File: config.mk
export PLATFORM = sky130hd
export DESIGN_NAME = dio24_btn_events_flat
export DESIGN_NICKNAME = d
export VERILOG_FILES = /design/src/rtl/dio24_btn_events_if.sv /design/src/rtl/dio24_btn_events.sv /design/src/flat_wrapper.sv
export SDC_FILE = /design/constraint.sdc
export NUM_CORES = 1
export LEC_CHECK = 0
export CAP_MARGIN = 25
export CORE_MARGIN = 2
export CORE_UTILIZATION = 35
export CTS_CLUSTER_DIAMETER = 200
export DETAILED_ROUTE_END_ITERATION = 16
export PLACE_DENSITY = 0.49
export SLEW_MARGIN = 25
export SYNTH_ARGS = -nofsm -noshare
export SYNTH_HDL_FRONTEND = slang
export SYNTH_HIERARCHICAL = 1
export SYNTH_SLANG_ARGS = --single-unit
File: constraint.sdc
create_clock -name clk -period 2.8 [get_ports clk]
set_input_delay 0.56 -clock clk [delete_from_list [all_inputs] [get_ports clk]]
set_output_delay 0.56 -clock clk [all_outputs]
set_load 0.05 [all_outputs]
File: src/rtl/dio24_btn_events_if.sv
// Button-event bus: debounced button levels in, event pulses, sticky flags,
// IRQ and per-LED feedback controls out.
interface dio24_btn_events_if #(
  parameter int NUM_BUTTONS = 2
);
  logic [NUM_BUTTONS-1:0]   btn_status;
  logic [NUM_BUTTONS-1:0]   evt_short;
  logic [NUM_BUTTONS-1:0]   evt_long;
  logic [NUM_BUTTONS-1:0]   evt_double;
  logic [3*NUM_BUTTONS-1:0] evt_sts;
  logic [3*NUM_BUTTONS-1:0] evt_clr;
  logic                     evt_irq;
  logic [NUM_BUTTONS-1:0]   leds_on;
  logic [NUM_BUTTONS-1:0]   leds_bright;
  logic [NUM_BUTTONS-1:0]   leds_blink;
  logic [NUM_BUTTONS-1:0]   leds_high;

  modport master (
    output btn_status, evt_clr,
    input  evt_short, evt_long, evt_double, evt_sts, evt_irq,
    input  leds_on, leds_bright, leds_blink, leds_high
  );

  modport slave (
    input  btn_status, evt_clr,
    output evt_short, evt_long, evt_double, evt_sts, evt_irq,
    output leds_on, leds_bright, leds_blink, leds_high
  );
endinterface

File: src/rtl/dio24_btn_events.sv
// Button press classifier (short/long/double) with sticky flags, IRQ and
// LED feedback. One lane instance per button, shared tick prescaler.
module dio24_btn_lane #(
  parameter int TICK_BITS    = 10,
  parameter int LONG_TICKS   = 500,
  parameter int DOUBLE_TICKS = 200,
  parameter int FB_TICKS     = 300
) (
  input  logic       clk,
  input  logic       reset_n,
  input  logic       tick_i,
  input  logic       btn_i,
  output logic [2:0] evt_o,   // {double, long, short}
  output logic [3:0] led_o    // {high, blink, bright, on}
);
  typedef enum logic [1:0] {IDLE, PRESS, GAP, HELD} state_e;

  localparam logic [TICK_BITS-1:0] LONG_LAST = TICK_BITS'(LONG_TICKS - 1);
  localparam logic [TICK_BITS-1:0] DBL_LAST  = TICK_BITS'(DOUBLE_TICKS - 1);
  localparam logic [TICK_BITS-1:0] FB_LAST   = TICK_BITS'(FB_TICKS - 1);

  state_e               state_q, state_d;
  logic [TICK_BITS-1:0] tcnt_q, tcnt_d, fb_cnt_q, fb_cnt_d;
  logic [2:0]           emit_q, emit_d, evt_q, fb_type_q, fb_type_d;
  logic                 fb_act_q, fb_act_d;
  logic [3:0]           led_q, led_d;

  always_comb begin
    state_d = state_q;
    emit_d  = 3'b000;
    tcnt_d  = tcnt_q;
    if (tick_i && tcnt_q != '1) tcnt_d = tcnt_q + 1'b1;
    case (state_q)
      IDLE:  if (btn_i) state_d = PRESS;
      PRESS: if (!btn_i) state_d = GAP;
             else if (tick_i && tcnt_q == LONG_LAST) begin
               emit_d  = 3'b010;
               state_d = HELD;
             end
      GAP:   if (btn_i) begin
               emit_d  = 3'b100;
               state_d = HELD;
             end else if (tick_i && tcnt_q == DBL_LAST) begin
               emit_d  = 3'b001;
               state_d = IDLE;
             end
      HELD:  if (!btn_i) state_d = IDLE;
      default: state_d = IDLE;
    endcase
    if (state_d != state_q) tcnt_d = '0;
  end

  // Feedback keys off emit_q so the LEDs change on the same edge as evt_o.
  always_comb begin
    fb_act_d  = fb_act_q;
    fb_type_d = fb_type_q;
    fb_cnt_d  = fb_cnt_q;
    if (|emit_q) begin
      fb_act_d  = 1'b1;
      fb_type_d = emit_q;
      fb_cnt_d  = '0;
    end else if (fb_act_q && tick_i) begin
      if (fb_cnt_q == FB_LAST) fb_act_d = 1'b0;
      else                     fb_cnt_d = fb_cnt_q + 1'b1;
    end
    if (fb_act_d) led_d = {fb_type_d[1], fb_type_d[2] | fb_type_d[1], 2'b11};
    else          led_d = {3'b000, btn_i};
  end

  always_ff @(posedge clk) begin
    if (!reset_n) begin
      state_q   <= IDLE;
      tcnt_q    <= '0;
      emit_q    <= '0;
      evt_q     <= '0;
      fb_act_q  <= 1'b0;
      fb_type_q <= '0;
      fb_cnt_q  <= '0;
      led_q     <= '0;
    end else begin
      state_q   <= state_d;
      tcnt_q    <= tcnt_d;
      emit_q    <= emit_d;
      evt_q     <= emit_q;
      fb_act_q  <= fb_act_d;
      fb_type_q <= fb_type_d;
      fb_cnt_q  <= fb_cnt_d;
      led_q     <= led_d;
    end
  end

  assign evt_o = evt_q;
  assign led_o = led_q;
endmodule

module dio24_btn_events #(
  parameter int NUM_BUTTONS  = 2,
  parameter int PRESC_BITS   = 16,
  parameter int TICK_BITS    = 10,
  parameter int LONG_TICKS   = 500,
  parameter int DOUBLE_TICKS = 200,
  parameter int FB_TICKS     = 300
) (
  input logic               clk,
  input logic               reset_n,
  dio24_btn_events_if.slave bus
);
  localparam int NB = NUM_BUTTONS;

  logic [PRESC_BITS-1:0] presc_q;
  logic                  tick;
  logic [NB-1:0][2:0]    evt;
  logic [NB-1:0][3:0]    led;
  logic [3*NB-1:0]       pulse, sts_q, sts_d;
  logic                  irq_q;
  logic [NB-1:0]         on, bright, blink, high;

  assign tick = &presc_q;

  for (genvar i = 0; i < NB; i++) begin : g_lane
    dio24_btn_lane #(
      .TICK_BITS(TICK_BITS), .LONG_TICKS(LONG_TICKS),
      .DOUBLE_TICKS(DOUBLE_TICKS), .FB_TICKS(FB_TICKS)
    ) u_lane (
      .clk, .reset_n, .tick_i(tick), .btn_i(bus.btn_status[i]),
      .evt_o(evt[i]), .led_o(led[i])
    );
  end

  always_comb begin
    pulse  = '0;
    on     = '0;
    bright = '0;
    blink  = '0;
    high   = '0;
    for (int i = 0; i < NB; i++) begin
      pulse[i]        = evt[i][0];
      pulse[NB+i]     = evt[i][1];
      pulse[2*NB+i]   = evt[i][2];
      on[i]           = led[i][0];
      bright[i]       = led[i][1];
      blink[i]        = led[i][2];
      high[i]         = led[i][3];
    end
    // set beats clear when both land in the same cycle
    sts_d = (sts_q & ~bus.evt_clr) | pulse;
  end

  always_ff @(posedge clk) begin
    if (!reset_n) begin
      presc_q <= '0;
      sts_q   <= '0;
      irq_q   <= 1'b0;
    end else begin
      presc_q <= presc_q + 1'b1;
      sts_q   <= sts_d;
      irq_q   <= |sts_q;
    end
  end

  assign bus.evt_short   = pulse[NB-1:0];
  assign bus.evt_long    = pulse[2*NB-1:NB];
  assign bus.evt_double  = pulse[3*NB-1:2*NB];
  assign bus.evt_sts     = sts_q;
  assign bus.evt_irq     = irq_q;
  assign bus.leds_on     = on;
  assign bus.leds_bright = bright;
  assign bus.leds_blink  = blink;
  assign bus.leds_high   = high;
endmodule

File: src/flat_wrapper.sv
// flat-port wrapper written by rule: the top's interface ports become plain ports
module dio24_btn_events_flat 
#(
  parameter int NUM_BUTTONS  = 2,
  parameter int PRESC_BITS   = 16,
  parameter int TICK_BITS    = 10,
  parameter int LONG_TICKS   = 500,
  parameter int DOUBLE_TICKS = 200,
  parameter int FB_TICKS     = 300
)
  (clk, reset_n, bus_btn_status, bus_evt_clr, bus_evt_short, bus_evt_long, bus_evt_double, bus_evt_sts, bus_evt_irq, bus_leds_on, bus_leds_bright, bus_leds_blink, bus_leds_high);
  dio24_btn_events_if #(.NUM_BUTTONS(NUM_BUTTONS)) bus_i ();
  input logic clk;
  input logic reset_n;
  input wire logic [$bits(bus_i.btn_status)-1:0] bus_btn_status;
  input wire logic [$bits(bus_i.evt_clr)-1:0] bus_evt_clr;
  output wire logic [$bits(bus_i.evt_short)-1:0] bus_evt_short;
  output wire logic [$bits(bus_i.evt_long)-1:0] bus_evt_long;
  output wire logic [$bits(bus_i.evt_double)-1:0] bus_evt_double;
  output wire logic [$bits(bus_i.evt_sts)-1:0] bus_evt_sts;
  output wire logic [$bits(bus_i.evt_irq)-1:0] bus_evt_irq;
  output wire logic [$bits(bus_i.leds_on)-1:0] bus_leds_on;
  output wire logic [$bits(bus_i.leds_bright)-1:0] bus_leds_bright;
  output wire logic [$bits(bus_i.leds_blink)-1:0] bus_leds_blink;
  output wire logic [$bits(bus_i.leds_high)-1:0] bus_leds_high;
  assign bus_i.btn_status = bus_btn_status;
  assign bus_i.evt_clr = bus_evt_clr;
  assign bus_evt_short = bus_i.evt_short;
  assign bus_evt_long = bus_i.evt_long;
  assign bus_evt_double = bus_i.evt_double;
  assign bus_evt_sts = bus_i.evt_sts;
  assign bus_evt_irq = bus_i.evt_irq;
  assign bus_leds_on = bus_i.leds_on;
  assign bus_leds_bright = bus_i.leds_bright;
  assign bus_leds_blink = bus_i.leds_blink;
  assign bus_leds_high = bus_i.leds_high;
  dio24_btn_events #(.NUM_BUTTONS(NUM_BUTTONS), .PRESC_BITS(PRESC_BITS), .TICK_BITS(TICK_BITS), .LONG_TICKS(LONG_TICKS), .DOUBLE_TICKS(DOUBLE_TICKS), .FB_TICKS(FB_TICKS)) u_core (.clk(clk), .reset_n(reset_n), .bus(bus_i));
endmodule
==> results.md <==
* Clock transition at path regs at 0.06 ns
* Mapped Nets at 501
* Asr flop ratio synth at 0%
* Worst hold path type: reg2reg
* Vias after detailed routing at 3482
* Final setup violation count at 0
* HP Start: u_core/presc_q[15]
* Critical path launch point type: register
* CP endpoint kind: register
* Hold Fails Final Rpt at 0
* Drt wl/cell at 13.4 microns
* Commonest non-fill, non-tap cells in the layout: dfxtp_1, nor2_1, clkdlybuf4s50_1, nand2_1, inv_1
* Die span in y at 116 microns
* Area grow syn2layout at 18.5%
* CTS Hold Bufs at 0
* Syn Std Cell Area at 0.00439 sq mm
* Static Leak at 1.81 nW
* Initial cell density of the core at 36.3%
* Vias per inst at 5.08
* Critical Setup Path Class: reg2reg
* Reg2reg start: u_core/presc_q[0]
* CTS root buffer: clkbuf_16
* Iter 0 DRT Violations at 176
* Cell count after synthesis at 478
* Depth of the CTS H-tree at 3
* Crit. Startpoint: u_core/presc_q[0]
* Layout cell share with drive strength beyond 1 at 8.11%
* CTS buffer count at 9
* Top FF cell, synth: dfxtp_1
* Routability cong. at 0.794
* Core area at 0.0121 sq mm
* DRT antenna net count at 0
* Grt ovf at 0
* Synthesized area per cell at 9.19 sq um
* Yosys reg bits at 91
* Crit-path cells: ha_1 > nand4_2 > nor2_1 > and4_2 > buf_4 > and3_1 > nand3_1 > or4_1 > a211oi_1
* Detailed-placement wirelength estimate at 6510 microns
* Commonest non-fill, non-tap cell in the layout: dfxtp_1
* Post-route clock period utilization at 93.5%
* Fmax at 382 MHz
* Period minus WS final at 2.62 ns
* DRC viols at 0
* Sequential fraction of the synthesis area at 41.5%
* Initial antenna violation count at 0
* Crit-path slowest cell: or4_1
* Rel. slew slack at 61.4%
* PortBufs at 30
* Die ar. at 0.0135 sq mm
* Largest net degree at the start of global routing at 31
* Max-slew violations at 0
* Worst path required time at 3.04 ns
* Skew final at 0.00663 ns
* Dpl ws at 0.0758 ns
* VDD IR max at 0.350 mV
* Post-Route WL at 9170 microns
* Row count at 40
* All-layer global routing usage at 14.6%
* RSZ-0062 raised after global routing: false
* Clock latency at the later pin of the worst-skew pair at 0.34 ns
* Fin Setup TNS at 0 ns
* Number of global-route vias before repair at 3297
* Max cap viols at 0
* Multi-input logic area at 0.00241 sq mm
* Finished Cell Area at 0.00520 sq mm
* Clock Path Buffers at 2
* Fill count at 1244
* First-pass GRT wire length at 15600 microns
* WP data arrival at 2.86 ns
* Worst path max stage delay at 0.44 ns
* Tot Pwr at 2.80 mW
* Crit Path Max Fanout at 10
* Placed Instance Area at 0.00488 sq mm
* Nets at 537
* Die width at 116 microns
* YS warnings at 6
* Pwr/cell area at 539 mW/mm^2
* Status: complete, no violations
* N_diodes at 0
* Synth cell types at 53
* Drt first pass iters at 4
* Post-synth EDFFs at 0
* Measured slew at the worst slew-check pin at 0.571 ns
* # clock sinks at 91
* CTS tree: done
* # IOs at 31
* Sequential standard cell area at 0.00182 sq mm
* Slack of the critical path at 0.181 ns
==> logic make-up (layout without fill, tap and decap cells) <==
group	after synthesis	after routing	synth area share (%)
simple gates	211	211	28.7
flops	91	91	41.5
compound gates	85	85	14.3
buf+inv	39	79	3.79
xor+xnor	31	31	6.18
fa+ha+maj	13	13	3.70
mux	8	8	1.82
==> final timing paths <==
path	to	slack (ns)	cells after the start
hold / removal	u_core/presc_q[15]	0.47	2
setup / recovery	u_core/g_lane[1].u_lane/tcnt_q[7]	0.18	9
hold reg to reg	u_core/presc_q[15]	0.47	2
setup reg to reg	u_core/g_lane[1].u_lane/tcnt_q[7]	0.18	9
==> sequential cells by signal, summed over array words and instances, names as in the netlist <==
name and flops:
u_core/g_lane.u_lane/evt_o 6, u_core/g_lane.u_lane/led_o 6, u_core/bus.evt_sts 6, u_core/g_lane.u_lane/state_q 4, u_core/g_lane.u_lane/fb_cnt_q 20, u_core/g_lane.u_lane/fb_type_q 4
u_core/g_lane.u_lane/fb_act_q 2, u_core/bus.evt_irq 1, u_core/g_lane.u_lane/tcnt_q 20, u_core/presc_q 16, u_core/g_lane.u_lane/emit_q 6
==> metal layers <==
layer	GRT usage, %	wire (microns)
met5	0	0
met2	22.7	4090
met4	4.05	95
met1	19.1	4630
met3	5.28	359
==> area by class of cell <==
| cell class | count | area share (%) |
|---|---|---|
| Clock buffer | 11 | 4.47 |
| Clock inverter | 4 | 1.01 |
| Inverter | 23 | 1.66 |
| Multi-Input combinational cell | 348 | 46.2 |
| Sequential cell | 91 | 35.0 |
| Tap cell | 168 | 4.04 |
| Timing Repair Buffer | 41 | 7.60 |
==> cell usage after synthesis (all sizes together) (6+ instances only) <==
cell / count / area share (%)
a21oi: 16 / 1.8
a31oi: 6 / 0.85
and2: 22 / 3.1
and4: 7 / 1.4
buf: 8 / 1.1
clkbuf: 8 / 0.68
dfxtp: 91 / 41
ha: 13 / 3.7
inv: 23 / 2.0
mux2i: 8 / 1.8
nand2: 28 / 2.4
nand2b: 6 / 0.85
nand3: 23 / 3.4
nand4: 6 / 1.0
nor2: 35 / 3.0
nor2b: 15 / 2.1
nor3: 20 / 2.3
nor3b: 6 / 1.0
nor4: 11 / 1.9
nor4b: 6 / 1.2
o21a: 6 / 1.0
o21ai: 19 / 2.2
o31ai: 6 / 1.0
or4: 9 / 1.7
xnor2: 13 / 2.6
xor2: 18 / 3.6
==> power by group <==
| group | leakage (nW) | switching [mW] | internal, mW |
|---|---|---|---|
| clock | 0.140 | 0.493 | 0.689 |
| sequential | 0.735 | 0.0262 | 1.31 |
| combinational | 0.935 | 0.176 | 0.105 |
==> critical path: cells and delay by family (launching register included) <==
| kind | cells | cell delay [ns] |
|---|---|---|
| compound gates | 1 | 0.28 |
| fa+ha+maj | 1 | 0.23 |
| buf+inv | 1 | 0.19 |
| flops | 1 | 0.37 |
| simple gates | 6 | 1.44 |
==> per-stage QoR <==
| stage | utilization (%) | instances | hold WS, ns |
|---|---|---|---|
| finish | 43.0 | 686 | 0.473 |
| global route | 43.0 | 686 | 0.504 |
| CTS | 42.7 | 683 | 0.474 |
| detailed placement | 40.3 | 668 | 0.464 |
| global placement | 40.3 | 668 | 0.449 |
| floorplan | - | 478 | 0.437 |
==> repair_timing <==
action                                  4_1_cts  5_1_grt
endpoints found under the setup margin        0       20
setup buffers                                 0        3
resized for setup                             0        1
Power figures use the tool's default switching activity.
